`config.mk`:
```
export PLATFORM = sky130hd
export DESIGN_NAME = fw_stream_loader_flat
export DESIGN_NICKNAME = d
export VERILOG_FILES = /design/src/rtl/fw_stream_loader_if.sv /design/src/rtl/fw_stream_loader.sv /design/src/flat_wrapper.sv
export SDC_FILE = /design/constraint.sdc
export NUM_CORES = 1
export LEC_CHECK = 0
export CAP_MARGIN = 20
export CORE_ASPECT_RATIO = 0.5
export CORE_MARGIN = 4
export CORE_UTILIZATION = 60
export CTS_CLUSTER_DIAMETER = 120
export DETAILED_ROUTE_END_ITERATION = 8
export PLACE_DENSITY = 0.89
export SLEW_MARGIN = 25
export SYNTH_ARGS = -nofsm -noshare
export SYNTH_HDL_FRONTEND = slang
export SYNTH_SLANG_ARGS = --single-unit
export TNS_END_PERCENT = 10
```
`constraint.sdc`:
```
create_clock -name clk -period 9.8 [get_ports clk]
set_input_delay 1.47 -clock clk [delete_from_list [all_inputs] [get_ports clk]]
set_output_delay 1.47 -clock clk [all_outputs]
set_load 0.005 [all_outputs]
```
`src/rtl/fw_stream_loader_if.sv`:
```
// Bus bundle between the firmware loader, the byte-stream source and the
// memory data port it borrows while the core is held in reset.
interface fw_stream_loader_if;
    // Byte stream (ready/valid)
    logic        in_valid;
    logic [7:0]  in_data;
    logic        in_ready;

    // Memory data port
    logic        mem_wren;
    logic        mem_rden;
    logic [31:0] mem_addr;
    logic [31:0] mem_wdata;
    logic [3:0]  mem_wstrb;
    logic [31:0] mem_rdata;

    // Loader side: consumes the stream, initiates memory requests
    modport master (
        input  in_valid, in_data, mem_rdata,
        output in_ready, mem_wren, mem_rden, mem_addr, mem_wdata, mem_wstrb
    );

    // Environment side: stream source plus memory model
    modport slave (
        output in_valid, in_data, mem_rdata,
        input  in_ready, mem_wren, mem_rden, mem_addr, mem_wdata, mem_wstrb
    );
endinterface

```
`src/rtl/fw_stream_loader.sv`:
```
// Loads a LEN/payload/SUM byte stream into memory as little-endian words,
// reads it back to verify the checksum, and releases core reset on success.
module fw_stream_loader #(
    parameter logic [31:0] BASE_ADDR = 32'h0000_0000,
    parameter int unsigned MEM_BYTES = 65536
) (
    input  logic                      clk,
    input  logic                      resetn,
    fw_stream_loader_if.master        bus,
    output logic                      core_resetn,
    output logic                      load_done,
    output logic                      load_err
);

    localparam logic [31:0] MEM_BYTES_W = 32'(MEM_BYTES);

    typedef enum logic [2:0] {
        S_HDR,
        S_DATA,
        S_WR,
        S_TRL,
        S_RD,
        S_CHK,
        S_DONE,
        S_ERR
    } state_t;

    state_t      r_state;
    logic [31:0] r_len;
    logic [31:0] r_sum_exp;
    logic [1:0]  r_fld_cnt;
    logic [31:0] r_pay_cnt;
    logic [31:0] r_word_idx;
    logic [31:0] r_buf;
    logic [3:0]  r_strb;
    logic [31:0] r_acc;

    logic        r_in_ready;
    logic        r_mem_wren;
    logic        r_mem_rden;
    logic [31:0] r_mem_addr;
    logic [31:0] r_mem_wdata;
    logic [3:0]  r_mem_wstrb;
    logic        r_core_resetn;
    logic        r_load_done;
    logic        r_load_err;

    logic        w_xfer;
    logic [31:0] w_len_next;
    logic [31:0] w_sum_next;
    logic [1:0]  w_lane;
    logic [31:0] w_buf_next;
    logic [3:0]  w_strb_next;
    logic [31:0] w_pay_cnt_next;
    logic        w_last_byte;
    logic [31:0] w_nwords;
    logic        w_last_word;
    logic [31:0] w_word_idx_inc;
    logic [31:0] w_addr_cur;
    logic [31:0] w_addr_inc;
    logic [3:0]  w_rd_strb;
    logic [31:0] w_rd_mask;

    assign w_xfer         = bus.in_valid & r_in_ready;

    // Header and trailer fields arrive LSB first, so new bytes enter at the top.
    assign w_len_next     = {bus.in_data, r_len[31:8]};
    assign w_sum_next     = {bus.in_data, r_sum_exp[31:8]};

    assign w_lane         = r_pay_cnt[1:0];
    assign w_buf_next     = r_buf | (32'(bus.in_data) << {w_lane, 3'b000});
    assign w_strb_next    = r_strb | (4'b0001 << w_lane);
    assign w_pay_cnt_next = r_pay_cnt + 32'd1;
    assign w_last_byte    = (w_pay_cnt_next == r_len);

    assign w_nwords       = {2'b00, r_len[31:2]} + {31'b0, |r_len[1:0]};
    assign w_last_word    = (r_word_idx == (w_nwords - 32'd1));
    assign w_word_idx_inc = r_word_idx + 32'd1;
    assign w_addr_cur     = BASE_ADDR + {r_word_idx[29:0], 2'b00};
    assign w_addr_inc     = BASE_ADDR + {w_word_idx_inc[29:0], 2'b00};

    // Readback only trusts the lanes that were actually written.
    always_comb begin
        w_rd_strb = 4'hF;
        w_rd_mask = '0;
        if (w_last_word && (r_len[1:0] != 2'b00)) begin
            w_rd_strb = (4'b0001 << r_len[1:0]) - 4'b0001;
        end
        for (int b = 0; b < 4; b++) begin
            w_rd_mask[8*b +: 8] = {8{w_rd_strb[b]}};
        end
    end

    always_ff @(posedge clk or negedge resetn) begin
        if (!resetn) begin
            r_state       <= S_HDR;
            r_len         <= '0;
            r_sum_exp     <= '0;
            r_fld_cnt     <= '0;
            r_pay_cnt     <= '0;
            r_word_idx    <= '0;
            r_buf         <= '0;
            r_strb        <= '0;
            r_acc         <= '0;
            r_in_ready    <= 1'b0;
            r_mem_wren    <= 1'b0;
            r_mem_rden    <= 1'b0;
            r_mem_addr    <= '0;
            r_mem_wdata   <= '0;
            r_mem_wstrb   <= '0;
            r_core_resetn <= 1'b0;
            r_load_done   <= 1'b0;
            r_load_err    <= 1'b0;
        end else begin
            // NOTE: non-blocking defaults here are overridden by later assignments
            // in the same cycle, so the bus idles at zero outside WR/RD.
            r_mem_wren  <= 1'b0;
            r_mem_rden  <= 1'b0;
            r_mem_addr  <= '0;
            r_mem_wdata <= '0;
            r_mem_wstrb <= '0;

            case (r_state)
                S_HDR: begin
                    r_in_ready <= 1'b1;
                    if (w_xfer) begin
                        r_len     <= w_len_next;
                        r_fld_cnt <= r_fld_cnt + 2'd1;
                        if (r_fld_cnt == 2'd3) begin
                            if (w_len_next > MEM_BYTES_W) begin
                                r_state     <= S_ERR;
                                r_in_ready  <= 1'b0;
                                r_load_done <= 1'b1;
                                r_load_err  <= 1'b1;
                            end else if (w_len_next == 32'd0) begin
                                r_state <= S_TRL;
                            end else begin
                                r_state <= S_DATA;
                            end
                        end
                    end
                end

                S_DATA: begin
                    if (w_xfer) begin
                        r_buf     <= w_buf_next;
                        r_strb    <= w_strb_next;
                        r_pay_cnt <= w_pay_cnt_next;
                        if ((w_lane == 2'd3) || w_last_byte) begin
                            r_state     <= S_WR;
                            r_in_ready  <= 1'b0;
                            r_mem_wren  <= 1'b1;
                            r_mem_addr  <= w_addr_cur;
                            r_mem_wdata <= w_buf_next;
                            r_mem_wstrb <= w_strb_next;
                        end
                    end
                end

                S_WR: begin
                    r_buf      <= '0;
                    r_strb     <= '0;
                    r_word_idx <= w_word_idx_inc;
                    r_in_ready <= 1'b1;
                    r_state    <= (r_pay_cnt == r_len) ? S_TRL : S_DATA;
                end

                S_TRL: begin
                    if (w_xfer) begin
                        r_sum_exp <= w_sum_next;
                        r_fld_cnt <= r_fld_cnt + 2'd1;
                        if (r_fld_cnt == 2'd3) begin
                            r_in_ready <= 1'b0;
                            r_word_idx <= '0;
                            r_acc      <= '0;
                            if (r_len == 32'd0) begin
                                r_state <= S_CHK;
                            end else begin
                                r_state    <= S_RD;
                                r_mem_rden <= 1'b1;
                                r_mem_addr <= BASE_ADDR;
                            end
                        end
                    end
                end

                // mem_rdata for the current request is valid at this edge.
                S_RD: begin
                    r_acc <= r_acc + (bus.mem_rdata & w_rd_mask);
                    if (w_last_word) begin
                        r_state <= S_CHK;
                    end else begin
                        r_word_idx <= w_word_idx_inc;
                        r_mem_rden <= 1'b1;
                        r_mem_addr <= w_addr_inc;
                    end
                end

                S_CHK: begin
                    r_load_done <= 1'b1;
                    if (r_acc == r_sum_exp) begin
                        r_state       <= S_DONE;
                        r_core_resetn <= 1'b1;
                    end else begin
                        r_state    <= S_ERR;
                        r_load_err <= 1'b1;
                    end
                end

                S_DONE: begin
                    r_in_ready <= 1'b0;
                end

                S_ERR: begin
                    r_in_ready <= 1'b0;
                end

                default: begin
                    r_state <= S_ERR;
                end
            endcase
        end
    end

    assign bus.in_ready  = r_in_ready;
    assign bus.mem_wren  = r_mem_wren;
    assign bus.mem_rden  = r_mem_rden;
    assign bus.mem_addr  = r_mem_addr;
    assign bus.mem_wdata = r_mem_wdata;
    assign bus.mem_wstrb = r_mem_wstrb;
    assign core_resetn   = r_core_resetn;
    assign load_done     = r_load_done;
    assign load_err      = r_load_err;

endmodule

```
`src/flat_wrapper.sv`:
```
// flat-port wrapper written by rule: the top's interface ports become plain ports
module fw_stream_loader_flat 
#(
    parameter logic [31:0] BASE_ADDR = 32'h0000_0000,
    parameter int unsigned MEM_BYTES = 65536
)
  (clk, resetn, core_resetn, load_done, load_err, bus_in_valid, bus_in_data, bus_mem_rdata, bus_in_ready, bus_mem_wren, bus_mem_rden, bus_mem_addr, bus_mem_wdata, bus_mem_wstrb);
  fw_stream_loader_if bus_i ();
  input  logic clk;
  input  logic resetn;
  output logic core_resetn;
  output logic load_done;
  output logic load_err;
  input wire logic [$bits(bus_i.in_valid)-1:0] bus_in_valid;
  input wire logic [$bits(bus_i.in_data)-1:0] bus_in_data;
  input wire logic [$bits(bus_i.mem_rdata)-1:0] bus_mem_rdata;
  output wire logic [$bits(bus_i.in_ready)-1:0] bus_in_ready;
  output wire logic [$bits(bus_i.mem_wren)-1:0] bus_mem_wren;
  output wire logic [$bits(bus_i.mem_rden)-1:0] bus_mem_rden;
  output wire logic [$bits(bus_i.mem_addr)-1:0] bus_mem_addr;
  output wire logic [$bits(bus_i.mem_wdata)-1:0] bus_mem_wdata;
  output wire logic [$bits(bus_i.mem_wstrb)-1:0] bus_mem_wstrb;
  assign bus_i.in_valid = bus_in_valid;
  assign bus_i.in_data = bus_in_data;
  assign bus_i.mem_rdata = bus_mem_rdata;
  assign bus_in_ready = bus_i.in_ready;
  assign bus_mem_wren = bus_i.mem_wren;
  assign bus_mem_rden = bus_i.mem_rden;
  assign bus_mem_addr = bus_i.mem_addr;
  assign bus_mem_wdata = bus_i.mem_wdata;
  assign bus_mem_wstrb = bus_i.mem_wstrb;
  fw_stream_loader #(.BASE_ADDR(BASE_ADDR), .MEM_BYTES(MEM_BYTES)) u_core (.clk(clk), .resetn(resetn), .bus(bus_i), .core_resetn(core_resetn), .load_done(load_done), .load_err(load_err));
endmodule
```
==> metrics.txt <==
synthesized cell area=0.0169 mm^2; GRT overflow=0; layout cells sized above 1=0.0833; H-tree Lvls=1; Yosys reg bits=273; CTS max path bufs=3; antenna violations before repair=3; wirelength, routed=47.8 mm; Final setup viols=0; reg-to-reg startpoint=u_core.r_len[1]; crit-path max FO=12; Skew-Pair Late Insertion Delay=0.57 ns; reg-to-reg critical path endpoint=u_core.r_acc[28]; Post-CTS Resized=0; Site Rows=43; Slew Limit Fails=0; Synth area leaders=dfrtp_1, xnor2_1, xor2_1; FF+latch area=0.00683 mm^2; RSZ-0062 raised after global routing=false; vias=approximately 15,000; Layout fillers=1,974; CP max stage cell=or4_1; max_slew headroom=0.312; most used flip-flop cell after synthesis=dfrtp_1; Tot GR Track Use=0.302; # hold bufs at CTS=0; arrival time at the worst endpoint=9.28 ns; DR WL met3=4.22 mm; Clock Sinks=273; commonest non-fill, non-tap cell in the layout=dfrtp_1; vias in the first global route=14,200; end of the worst hold path=u_core.load_done; Critical Path Source Type=flip-flop; Core ar.=0.0277 mm^2; critical path's largest stage delay=roughly 0.62 ns; max-cap violations=0; Post-synth EDFFs=0; most frequent cells in the layout=dfrtp_1, nor2_1, a21oi_1, nand2_1, xnor2_1; die area=between 0.03 and 0.04 mm^2; crit end category=flip-flop; cell mode on critical path=ha_1; power per cell area=123 mW/mm^2; Worst Path Required=~10 ns; 1st-pass router iterations=5; cell count of the worst reg-to-reg path=29; Placer Congestion=between 0.9 and 1; routed len/inst=21.0 um; Worst R2R Setup Slack=~0.97 ns; Via density=between 6 and 7; Ys Warns=0; Async SR Flop Fraction=1.00; number of DRC markers in iteration 0=2,099; Die Wd=245 um; status=completed; first-pass GRT wire length=between 70 and 80 mm; top sig layer=met4; crit path kind=reg -> reg; IO Pins=117; worst min path class=reg -> reg; Post-Syn Instances=1,848; minimum clock period after layout=8.83 ns; DRC violation count after routing=0; clk slew on worst S/H paths=approximately 0.070 ns; Clock Skew=0.0102 ns; die height=roughly 130 um; largest net degree at the start of global routing=94; metal2 WL=22.0 mm; Fin. Hold Viols=0; Hold Crit Start=u_core.load_done; post-route setup TNS=0 ns; Max VDD drop=0.113 mV; Avg Inst Size Synth=roughly 9.1 um^2; worst slew pin tran=roughly 1 ns; post-route ant nets=0; sequential fraction of the synthesis area=0.404; Worst Hold Path Cells=1; area of the multi-input gates=0.00938 mm^2; CTS root buffer=clkbuf_16; TritonCTS clock tree=done; dpl hpwl=32.4 mm; final worst-path cycle share=0.901; Worst Hold Slack=0.478 ns; PortBufs=114; TritonCTS Buffers=25; # Post-CTS Setup Buffers=0; Unique masters post-synth=90; leading area contributor after synthesis=dfrtp_1; top cell type's share of synthesized area=0.404; Final Power=2330 uW; WL met1=19.9 mm; Lkg Pwr=0.00858 uW; nets@finish=1,951; Starting Density=0.610; area delta synth->final=12.5%; FMAX=113 MHz
[power breakdown]
| part | switching, uW | leakage [uW] | internal, uW |
|---|---|---|---|
| Sequential | 0 | 0.00366 | 1130 |
| Clock | 463 | 0.000451 | 669 |
| Combinational | 47.7 | 0.00447 | 28.4 |
[per-stage QoR]
step | cells | utilization | worst slack (ns) | instance area [um^2]
2_1_floorplan | 1849 | - | 2.09 | 16900
3_3_place_gp | 2222 | 0.652 | 1.37 | 18100
3_5_place_dp | 2222 | 0.652 | 1.13 | 18100
4_1_cts | 2267 | 0.686 | 1.11 | 19000
5_1_grt | 2269 | 0.686 | 0.575 | 19000
6_report | 2270 | 0.686 | 0.975 | 19000
[area by class of cell]
cell class | count | share of cell area
sequential | 273 | 0.359
clock buffer | 33 | 0.0371
multi-input combinational | 1408 | 0.493
clock inverter | 12 | 0.0124
antenna | 3 | 0.000395
timing repair buffer | 129 | 0.0662
inverter | 30 | 0.00592
tap | 382 | 0.0251
[sequential cells by signal (all words and copies together), names as in the netlist]
signal                count
u_core.bus.in_ready       1
u_core.bus.mem_addr      30
u_core.bus.mem_rden       1
u_core.bus.mem_wdata     32
u_core.bus.mem_wren       1
u_core.bus.mem_wstrb      4
u_core.core_resetn        1
u_core.load_done          1
u_core.load_err           1
u_core.r_acc             32
u_core.r_buf             32
u_core.r_fld_cnt          2
u_core.r_len             32
u_core.r_pay_cnt         32
u_core.r_state            3
u_core.r_strb             4
u_core.r_sum_exp         32
u_core.r_word_idx        32
[Yosys cell counts (24+ instances only)]
| cell type | count |
|---|---|
| a21oi_1 | 140 |
| a22o_1 | 30 |
| a31oi_1 | 38 |
| and3_1 | 36 |
| buf_2 | 24 |
| clkbuf_1 | 94 |
| dfrtp_1 | 273 |
| ha_1 | 40 |
| inv_1 | 30 |
| mux2_2 | 61 |
| nand2_1 | 123 |
| nand3_1 | 66 |
| nand4_1 | 48 |
| nor2_1 | 178 |
| nor3_1 | 50 |
| nor4_1 | 37 |
| o21ai_0 | 48 |
| o31ai_1 | 25 |
| xnor2_1 | 116 |
| xor2_1 | 86 |
[layer usage]
metal / vias up / track usage
met2: 758 / 0.477
met4: 0 / 0.0993
li1: 6677 / -
met3: 155 / 0.0640
met1: 7260 / 0.421
met5: - / 0
[critical path, delay by kind of cell (launching register included)]
family / cells / cell delay (ns)
flops: 1 / 0.56
simple gates: 11 / 3.30
xor+xnor: 2 / 0.48
buf+inv: 1 / 0.17
fa+ha+maj: 3 / 1.18
compound gates: 12 / 3.02
[how the worst max path moves through the flow]
stage | depth (start not counted) | start | to
3_5_place_dp | 31 | u_core.r_len[1] | u_core.r_acc[28]
5_1_grt | 31 | u_core.r_len[1] | u_core.r_acc[31]
4_1_cts | 31 | u_core.r_len[1] | u_core.r_acc[28]
2_1_floorplan | 33 | u_core.r_len[1] | u_core.r_acc[28]
3_3_place_gp | 31 | u_core.r_len[1] | u_core.r_acc[28]
6_report | 29 | u_core.r_len[1] | u_core.r_acc[28]
[cell families after synthesis]
family          after synthesis  synth area share
xor+xnor                    205             0.109
other cells                   1          0.000222
mux                          71            0.0466
fa+ha+maj                    41            0.0308
compound gates              410             0.158
buf+inv                     168            0.0424
simple gates                679             0.209
flops                       273             0.404
(Power assumes the default switching activity.)
